[config.mk]
export PLATFORM = sky130hd
export DESIGN_NAME = mesa_rx_uart_p_flat
export DESIGN_NICKNAME = d
export VERILOG_FILES = /design/src/rtl/mesa_rx_uart_p_pkg.sv /design/src/rtl/mesa_rx_uart_p_if.sv /design/src/rtl/mesa_rx_uart_p_fifo.sv /design/src/rtl/mesa_rx_uart_p.sv /design/src/flat_wrapper.sv
export SDC_FILE = /design/constraint.sdc
export NUM_CORES = 1
export LEC_CHECK = 0
export CAP_MARGIN = 15
export CORE_MARGIN = 2
export CORE_UTILIZATION = 25
export CTS_CLUSTER_DIAMETER = 100
export DETAILED_ROUTE_END_ITERATION = 8
export DONT_BUFFER_PORTS = 1
export HOLD_SLACK_MARGIN = 0.02
export PLACE_DENSITY = 0.36
export SYNTH_ARGS = -nofsm -noshare
export SYNTH_HDL_FRONTEND = slang
export SYNTH_HIERARCHICAL = 1
export SYNTH_SLANG_ARGS = --single-unit
[constraint.sdc]
create_clock -name clk -period 3.9 [get_ports clk]
set_clock_uncertainty 0.15 [all_clocks]
set_input_delay 1.17 -clock clk [delete_from_list [all_inputs] [get_ports clk]]
set_output_delay 1.17 -clock clk [all_outputs]
set_load 0.05 [all_outputs]
[src/rtl/mesa_rx_uart_p_pkg.sv]
// mesa_uart_pkg: shared state encodings, status bit offsets and limits for the mesa UART receiver.
package mesa_uart_pkg;
   localparam logic [2:0] IDLE     = 3'd0;
   localparam logic [2:0] START    = 3'd1;
   localparam logic [2:0] DATA     = 3'd2;
   localparam logic [2:0] PARITY   = 3'd3;
   localparam logic [2:0] STOP     = 3'd4;
   localparam logic [2:0] BRK_WAIT = 3'd5;
   // Status bit positions, counted from the bit just above the data field.
   localparam int BRK_IDX  = 2;
   localparam int FERR_IDX = 1;
   localparam int PERR_IDX = 0;
   localparam int MIN_BAUD = 4;
endpackage

[src/rtl/mesa_rx_uart_p_if.sv]
// mesa_rx_uart_p_if: line input, baud setting and FIFO read port of the receiver.
interface mesa_rx_uart_p_if #(parameter int DATA_BITS = 8);
   logic                 rxd;
   logic [15:0]          baud_rate;
   logic                 rd_en;
   logic [DATA_BITS+2:0] rd_data;
   logic                 fifo_empty;
   logic                 fifo_full;
   logic                 overrun;
   logic                 ovr_clr;
   modport master (output rxd, baud_rate, rd_en, ovr_clr, input rd_data, fifo_empty, fifo_full, overrun);
   modport slave  (input rxd, baud_rate, rd_en, ovr_clr, output rd_data, fifo_empty, fifo_full, overrun);
endinterface

[src/rtl/mesa_rx_uart_p_fifo.sv]
// mesa_sync_fifo: first-word-fall-through FIFO; a write while full is accepted only alongside a pop.
module mesa_sync_fifo #(
   parameter int WIDTH = 8,
   parameter int DEPTH = 4
) (
   input  logic             clk,
   input  logic             reset,
   input  logic             i_wr,
   input  logic [WIDTH-1:0] i_wdata,
   input  logic             i_rd,
   output logic [WIDTH-1:0] o_rdata,
   output logic             o_empty,
   output logic             o_full,
   output logic             o_drop
);
   localparam int AW = $clog2(DEPTH);
   logic [WIDTH-1:0] r_mem [DEPTH];
   logic [AW-1:0]    r_wp, r_rp;
   logic [AW:0]      r_cnt;
   logic             w_push, w_pop;
   assign o_empty = r_cnt == '0;
   assign o_full  = r_cnt == (AW+1)'(DEPTH);
   assign w_pop   = i_rd & ~o_empty;
   assign w_push  = i_wr & (~o_full | w_pop);
   assign o_drop  = i_wr & o_full & ~w_pop;
   assign o_rdata = o_empty ? '0 : r_mem[r_rp];
   always_ff @(posedge clk)
      if (w_push) r_mem[r_wp] <= i_wdata;
   always_ff @(posedge clk or posedge reset)
      if (reset) begin
         r_wp  <= '0;
         r_rp  <= '0;
         r_cnt <= '0;
      end else begin
         r_wp  <= r_wp + AW'(w_push);
         r_rp  <= r_rp + AW'(w_pop);
         r_cnt <= r_cnt + (AW+1)'(w_push) - (AW+1)'(w_pop);
      end
endmodule

[src/rtl/mesa_rx_uart_p.sv]
// mesa_rx_uart_p: parametrised receive-only UART with majority-vote sampling, error/break flags and FWFT FIFO.
module mesa_rx_uart_p
   import mesa_uart_pkg::*;
#(
   parameter int DATA_BITS  = 8,
   parameter int PARITY_EN  = 0,
   parameter int PARITY_ODD = 0,
   parameter int STOP_BITS  = 1,
   parameter int FIFO_DEPTH = 4
) (
   input logic             clk,
   input logic             reset,
   mesa_rx_uart_p_if.slave bus
);
   localparam int W = DATA_BITS + 3;
   logic                 r_s1, r_s2, r_hist;
   logic [2:0]           r_state;
   logic [15:0]          r_cnt;
   logic [1:0]           r_smp;
   logic [3:0]           r_bits;
   logic [DATA_BITS-1:0] r_data;
   logic                 r_perr, r_ferr, r_zero, r_push, r_ovr;
   logic [W-1:0]         r_word;
   logic [15:0]          w_baud, w_mid;
   logic                 w_dec, w_vote, w_brk, w_drop;
   logic [2:0]           w_stat;
   assign w_baud = (bus.baud_rate < 16'(MIN_BAUD)) ? 16'(MIN_BAUD) : bus.baud_rate;
   assign w_mid  = w_baud >> 1;
   assign w_dec  = (r_state != IDLE) && (r_state != BRK_WAIT) && (r_cnt == w_mid + 16'd1);
   assign w_vote = (r_smp[0] & r_smp[1]) | (r_smp[0] & r_s2) | (r_smp[1] & r_s2);
   assign w_brk  = (r_state == STOP) && (r_bits == '0) && r_zero && !w_vote;
   always_comb begin
      w_stat           = '0;
      w_stat[BRK_IDX]  = w_brk;
      w_stat[FERR_IDX] = r_ferr | ~w_vote;
      w_stat[PERR_IDX] = r_perr;
   end
   always_ff @(posedge clk or posedge reset)
      if (reset) {r_s1, r_s2, r_hist} <= 3'b111;
      else       {r_s1, r_s2, r_hist} <= {bus.rxd, r_s1, r_s2};
   // The counter idles at 1 so the start edge leaves it aligned to the bit boundary.
   always_ff @(posedge clk or posedge reset)
      if (reset) begin
         r_cnt <= 16'd1;
         r_smp <= '0;
      end else begin
         r_cnt <= (r_state == IDLE || r_cnt >= w_baud) ? 16'd1 : r_cnt + 16'd1;
         if (r_cnt == w_mid - 16'd1) r_smp[0] <= r_s2;
         if (r_cnt == w_mid) r_smp[1] <= r_s2;
      end
   always_ff @(posedge clk or posedge reset)
      if (reset) begin
         r_state <= IDLE;
         r_bits  <= '0;
         r_data  <= '0;
         r_perr  <= 1'b0;
         r_ferr  <= 1'b0;
         r_zero  <= 1'b1;
         r_push  <= 1'b0;
         r_word  <= '0;
      end else begin
         r_push <= 1'b0;
         case (r_state)
            IDLE: if (r_hist & ~r_s2) r_state <= START;
            START: if (w_dec) begin
               r_state <= w_vote ? IDLE : DATA;
               r_bits  <= '0;
               r_perr  <= 1'b0;
               r_ferr  <= 1'b0;
               r_zero  <= 1'b1;
            end
            DATA: if (w_dec) begin
               r_data <= {w_vote, r_data[DATA_BITS-1:1]};
               r_zero <= r_zero & ~w_vote;
               r_bits <= (r_bits == 4'(DATA_BITS-1)) ? '0 : r_bits + 4'd1;
               if (r_bits == 4'(DATA_BITS-1)) r_state <= (PARITY_EN != 0) ? PARITY : STOP;
            end
            PARITY: if (w_dec) begin
               r_perr  <= ^r_data ^ w_vote ^ 1'(PARITY_ODD);
               r_zero  <= r_zero & ~w_vote;
               r_state <= STOP;
            end
            STOP: if (w_dec) begin
               r_bits <= r_bits + 4'd1;
               r_ferr <= r_ferr | ~w_vote;
               if (w_brk || r_bits == 4'(STOP_BITS-1)) begin
                  r_push  <= 1'b1;
                  r_word  <= {w_stat, r_data};
                  r_state <= w_brk ? BRK_WAIT : IDLE;
               end
            end
            BRK_WAIT: if (r_s2) r_state <= IDLE;
            default: r_state <= IDLE;
         endcase
      end
   always_ff @(posedge clk or posedge reset)
      if (reset) r_ovr <= 1'b0;
      else       r_ovr <= w_drop | (r_ovr & ~bus.ovr_clr);
   assign bus.overrun = r_ovr;
   mesa_sync_fifo #(.WIDTH(W), .DEPTH(FIFO_DEPTH)) u_fifo (
      .clk     (clk),
      .reset   (reset),
      .i_wr    (r_push),
      .i_wdata (r_word),
      .i_rd    (bus.rd_en),
      .o_rdata (bus.rd_data),
      .o_empty (bus.fifo_empty),
      .o_full  (bus.fifo_full),
      .o_drop  (w_drop)
   );
endmodule

[src/flat_wrapper.sv]
// flat-port wrapper written by rule: the top's interface ports become plain ports
module mesa_rx_uart_p_flat import mesa_uart_pkg::*;
#(
   parameter int DATA_BITS  = 8,
   parameter int PARITY_EN  = 0,
   parameter int PARITY_ODD = 0,
   parameter int STOP_BITS  = 1,
   parameter int FIFO_DEPTH = 4
)
  (clk, reset, bus_rxd, bus_baud_rate, bus_rd_en, bus_ovr_clr, bus_rd_data, bus_fifo_empty, bus_fifo_full, bus_overrun);
  mesa_rx_uart_p_if #(.DATA_BITS(DATA_BITS)) bus_i ();
  input logic clk;
  input logic reset;
  input wire logic [$bits(bus_i.rxd)-1:0] bus_rxd;
  input wire logic [$bits(bus_i.baud_rate)-1:0] bus_baud_rate;
  input wire logic [$bits(bus_i.rd_en)-1:0] bus_rd_en;
  input wire logic [$bits(bus_i.ovr_clr)-1:0] bus_ovr_clr;
  output wire logic [$bits(bus_i.rd_data)-1:0] bus_rd_data;
  output wire logic [$bits(bus_i.fifo_empty)-1:0] bus_fifo_empty;
  output wire logic [$bits(bus_i.fifo_full)-1:0] bus_fifo_full;
  output wire logic [$bits(bus_i.overrun)-1:0] bus_overrun;
  assign bus_i.rxd = bus_rxd;
  assign bus_i.baud_rate = bus_baud_rate;
  assign bus_i.rd_en = bus_rd_en;
  assign bus_i.ovr_clr = bus_ovr_clr;
  assign bus_rd_data = bus_i.rd_data;
  assign bus_fifo_empty = bus_i.fifo_empty;
  assign bus_fifo_full = bus_i.fifo_full;
  assign bus_overrun = bus_i.overrun;
  mesa_rx_uart_p #(.DATA_BITS(DATA_BITS), .PARITY_EN(PARITY_EN), .PARITY_ODD(PARITY_ODD), .STOP_BITS(STOP_BITS), .FIFO_DEPTH(FIFO_DEPTH)) u_core (.clk(clk), .reset(reset), .bus(bus_i));
endmodule
Word-level counts from Yosys, hierarchy flattened --
Memory sizes are Yosys's and may differ from the RTL's. Index checks and enable logic that the tools add are counted.
Cells by class: reduce and logical (&&, ||, !) cells 25, $add $sub $neg 8, magnitude comparators 2, bitwise operators 22, mux-type cells 32, equality and inequality tests 20
Operators by type and width (count):
- equality test 16 bit | 2
- two-way mux 16 bit | 2
- two-way mux 3 bit | 9
- case mux 3 bit (6 select lines) | 1
- adder 15 x 1 -> 16 bit (second input constant) | 1
- adder 16 x 1 -> 16 bit (second input constant) | 1
- equality test 16 x 15 -> 1 bit | 1
- >= comparator 16 bit | 1
- less-than comparator 16 x 3 -> 1 bit (second input constant) | 1
- two-way mux 4 bit | 4
- subtractor 15 x 1 -> 16 bit (second input constant) | 1
- != test 2 x 1 -> 1 bit (second input constant) | 7
- case mux 4 bit (3 select lines) | 1
- AND reduction 3 bit | 4
- two-way mux 11 bit | 1
- bitwise AND 1 bit | 10
- two-way mux 1 bit | 10
- equality test 3 bit (second input constant) | 3
- AND reduction 8 bit | 1
- XOR reduction 8 bit | 1
- equality test 3 x 2 -> 1 bit (second input constant) | 2
- zero test 3 bit | 2
- NOT 1 bit | 6
- case mux 1 bit (2 select lines) | 3
- 20 further kinds | 34
Word-level totals: output and inout port bits 14, memories kept 1, bits of input ports 21, bits in writable memories 44, register bits after elaboration 59
Memories:
- u_core.u_fifo.r_mem | depth 4, bits a word 11, rd ports 1, clocked after memory_dff 0, write ports 1, line mesa_rx_uart_p_fifo.sv:17 | logic [WIDTH-1:0] r_mem [DEPTH];

Depth between registers and ports, before layout --
depth in word-level cells 9, depth in mapped cells 13

Hierarchy --
Netlist, hierarchy kept.
By module, submodules not included:
- mesa_rx_uart_p | instances 1, seq. area each 1307.5 sq um, area an instance 4036.4 sq um, cells each 456
- mesa_sync_fifo | instances 1, seq. area each 1496.4 sq um, area an instance 2127.0 sq um, cells each 103

Worst setup path before layout --
Ideal clock, no wire load.
kind input -> register, start point in bus_baud_rate[11], end point reg u_core.r_bits[3], required time 3670 ps, stages on the path 13, path buffers 2, path slack -1399 ps, arrival time 5069 ps, cell sequence buf_2 > or4_1 > o41ai_1 > inv_1 > ha_1 > xnor2_1 > o21ai_0 > or3_1 > or4b_4 > or4_1 > buf_2 > or4_1 > o211ai_2
On the way: cells in the longest elaborated chain, start to end 7
RTL lines:
- start, declared | line flat_wrapper.sv:15 | input wire logic [$bits(bus_i.baud_rate)-1:0] bus_baud_rate;
- less-than comparator 16 x 3 -> 1 bit | line mesa_rx_uart_p.sv:27 | assign w_baud = (bus.baud_rate < 16'(MIN_BAUD)) ? 16'(MIN_BAUD) : bus.baud_rate;
- two-way mux 16 bit * | line mesa_rx_uart_p.sv:27
- adder 15 x 1 -> 16 bit * | line mesa_rx_uart_p.sv:29 | assign w_dec = (r_state != IDLE) && (r_state != BRK_WAIT) && (r_cnt == w_mid + 16'd1);
- equality test 16 bit * | line mesa_rx_uart_p.sv:29
- logical AND 1 bit * | line mesa_rx_uart_p.sv:29
- != test 2 x 1 -> 1 bit (no source line)
- AND reduction 4 bit (no source line) *
- end signal, assigned | line mesa_rx_uart_p.sv:75 | r_bits <= (r_bits == 4'(DATA_BITS-1)) ? '0 : r_bits + 4'd1;
- end signal, assigned | line mesa_rx_uart_p.sv:84 | r_bits <= r_bits + 4'd1;
- end, declared | line mesa_rx_uart_p.sv:20 | logic [3:0] r_bits;
Every way passes the cells marked *; elsewhere a longest branch is shown, timed or not. A chain may end at the register's enable or synchronous reset.

Final worst setup path --
start point in bus_baud_rate[12], end point reg u_core.r_bits[3]
The elaborated chain is that of the path after synthesis.

==> results.toml <==
[cts]
cts.clk_slew.worst_paths_ns = 0.08
cts_sinks = 103
numCtsBuffers = 9
cts_root_buffer = "clkbuf_16"
hold_buffers = 0
clockBufferDepth = 2
clock_latency_ns = 0.35
cts_tree = "built"
h-tree-depth = 3

[logic_synthesis]
syn_area_um2 = 6163
yosys.area.top_type = "dfrtp_1"
avgSynthCellArea_um2 = 11.03
synth-simple-area-share_pct = 20.00
ys_seq_area_share_pct = 45.49
yosysWarnings = 6
synth_top_area_share_pct = 21.92
yosysMostFrequentCell = "dfrtp_1"
synth_cell_types = 73
synthArstFlopShare_pct = 57.28
synth_top_family_by_area = "simple AND/OR/NAND/NOR gates"
ys_ff_latch = 103
synth_nets = 605
synthXorXnorAreaFrac_pct = 7.917
synth_cells = 559
synth_flop_cell = "dfrtp_1"
synth_edf_count = 44
yosys-top-cells-area = "dfrtp_1 22%, edfxtp_1 21%, ha_1 4.9%"
synthAdderAreaFrac_pct = 5.359
synthMuxAreaShare_pct = 8.222
synth_common_cells = "54 x dfrtp_1, 44 x edfxtp_1, 36 x nor2_1"
synth-compound-area-share_pct = 9.034

[run_status]
violations = "negative setup slack"
status = "finished with violations"

[timing]
fin_crit_sh_pct = 116.3
setup_viol = 31
rsz0062_at_grt = "yes"
hold_ws_ns = 0.2137
period_needed_ns = 4.536
fmax_ghz = 0.2205
final_hold_viol_count = 0
fin_ws_ns = -0.6356
relSlewSlack_pct = 59.05
maxSlewViolCount = 0
tightest_slew_ns = 0.6142

[setup_path]
cp_max_fo = 8
rr_worst_depth = 7
r2r_setup_slack_ns = 0.81
worstPathArrival_ns = 4.66
path_common_cell = "or4_4"
r2r-start = "u_core/r_cnt[3]"
worst-path-buf-inv = 1
critPathTopFamily = "simple AND/OR/NAND/NOR gates"
cp.required_ns = 4.02
r2r-end = "u_core/r_bits[3]"
slowest_stage = "or4_4"
crit_chain = "or4_4 -> buf_6 -> o41ai_4 -> ha_4 -> xnor2_2 -> o21ai_1 -> or3_4 -> or4b_4 -> or4_4 -> or4_4 -> o211ai_2"
max_stage_delay_ns = 0.56
critical_path_class = "in2reg"
end_kind = "flop"
startpoint = "bus_baud_rate[12]"
start_kind = "primary input"

[die]
coreArea_um2 = 24250
rows = 57
fp.dieW_um = 161.0
die_h_um = 161.0
num_io_pins = 35
die_area_um2 = 25930
start_util_pct = 25.42

[placement]
place.gp.congestion = 0.8641
placedCellCount = 900
post-dp-hpwl_um = 11800
port-buffer-count = 0
pre_cts_ws_ns = -1.141

[power_and_ir_drop]
powerDensity_nw_per_um2 = 476.8
leakage_uw = 0.003136
p_sw_share_pct = 38.22
ir_drop_uv = 269.9
p_total_uw = 3606
power_switching_uw = 1378
seqPwrFrac_pct = 38.3
clkPwrFrac_pct = 25.2
power_frac_comb_pct = 36.6
p_int_uw = 2228

[hold_path]
holdPathEnd = "u_core/r_s2"
whs_path_depth = 0
min_path_type = "reg2reg"
hp-start = "u_core/r_s1"

[routing]
route.detailed.drc = 0
drt.antenna.violating_nets = 0
finalWirelength_um = 16010
num_vias = 4459
dr.pass1.iters = 4
drtIter0Drc = 197
post_drt_wl_per_cell_um = 17.23
vias_per_cell = 4.800

[layout]
fin_nets = 646
synthToLayoutAreaGrowth_pct = 22.72
drive_gt1_share_pct = 30.08
nFillCells = 2546
diodes = 0
stdcell_count = 929

[run]
cap_violations = 0

[global_route]
antenna_found_initial = 0
grt_pass1_wl_um = 26220
grt_pass1_vias = 4624
grt_start_max_net_pins = 47
grt_overflow_total = 0
grt_util_all_layers_pct = 12.85
==> worst max-delay path by stage <==
| stage | endpoint | slack (ns) | depth (start not counted) |
|---|---|---|---|
| final | u_core/r_bits[3] | -0.64 | 11 |
| after global routing | u_core/r_word[0] | -0.71 | 17 |
| after CTS | u_core/r_bits[3] | -0.69 | 11 |
| after detailed placement | u_core/r_bits[3] | -1.14 | 11 |
| after global placement | u_core/r_bits[3] | -1.12 | 11 |
| after floorplan | u_core/r_bits[3] | -1.15 | 13 |
==> power by group through the flow <==
| stage | logic (uW) | clock network, uW | registers [uW] |
|---|---|---|---|
| floorplan | 1090 | 0 | 1300 |
| global placement | 1240 | 0 | 1410 |
| detailed placement | 1250 | 0 | 1410 |
| CTS | 1290 | 956 | 1390 |
| global route | 1450 | 996 | 1400 |
| finish | 1320 | 907 | 1380 |
==> area by class of cell <==
cell class | count | area [um2] | area share (%)
tap | 324 | 405.4 | 5.360
multi-input combinational | 397 | 3420 | 45.21
timing repair buffer | 58 | 511.7 | 6.766
sequential | 103 | 2804 | 37.07
clock buffer | 9 | 225.2 | 2.978
clock inverter | 7 | 81.33 | 1.075
inverter | 31 | 116.4 | 1.538
==> through the flow <==
stage          area (um2)  TNS (ns)  util [%]
6_report             7564    -16.40     31.19
5_1_grt              7564    -19.60     31.19
4_1_cts              7331    -17.65     30.23
3_5_place_dp         6853    -34.44     28.26
3_3_place_gp         6853    -33.97     28.26
2_1_floorplan        6267    -28.14         -
==> sequential cells by signal, summed over array words and instances (netlist names) <==
signal	count
u_core/r_word	11
u_core/u_fifo/r_cnt	3
u_core/r_zero	1
u_core/bus.overrun	1
u_core/r_data	8
u_core/u_fifo/r_rp	2
u_core/r_push	1
u_core/r_s1	1
u_core/r_hist	1
u_core/r_s2	1
u_core/r_ferr	1
u_core/r_perr	1
u_core/u_fifo/r_mem	44
u_core/u_fifo/r_wp	2
u_core/r_smp	2
u_core/r_cnt	16
u_core/r_bits	4
u_core/r_state	3
==> cell usage in the layout, fill, tap and decap left out, types with 4 or more instances in the layout <==
cell type  netlist  routed
xor2_1          22      22
or3_1            7       5
mux4_2          10      10
a21oi_1          8       5
nor2_2           0       9
buf_4            2      48
xnor2_1         30      29
nor4_1          18      13
ha_1            24      22
clkbuf_16        0      10
edfxtp_1        44      44
buf_6            1       7
mux2_2          20      18
nor3b_1          4       4
dfstp_2          5       5
a211oi_2         0       5
inv_2            1       4
nor2b_1          7       6
nor2_1          36      27
a31oi_1          7       7
nor2b_4         10      11
a21o_1           9       9
and3_1          10      10
nor3_1          14      11
nand2_1         31      29
nand3_1         27      25
nor4_4           1       4
a211oi_1         9       4
inv_1           30      27
or4_4            0       5
nand2b_1         9       9
nand4_1         10      10
nand3b_1         4       4
o21ai_0          7       6
dfrtp_1         54      54
==> cell families (layout without fill, tap and decap cells) <==
group / Yosys count / in the layout
AO/OA/AOI/OAI: 74 / 74
XOR/XNOR: 54 / 54
adder cells (fa/ha/maj): 26 / 26
buffers and inverters: 59 / 105
flip-flops: 103 / 103
multiplexers: 34 / 34
AND/OR/NAND/NOR: 209 / 209
==> routing by layer <==
layer / share of wire, % / up-vias / GRT usage [%]
met5: 0 / - / 0
met2: 51 / 90 / 22.49
met4: 2.0 / 0 / 3.977
li1: - / 2132 / -
met3: 4.1 / 16 / 2.594
met1: 43 / 2221 / 15.96
==> repair_timing <==
action | CTS | global route
gates resized for setup | 28 | 29
setup endpoints to repair | 31 | 39
buffers inserted | 3 | 10
gates cloned | 0 | 1
pin swaps | 15 | 26
Power figures use the tool's default switching activity.
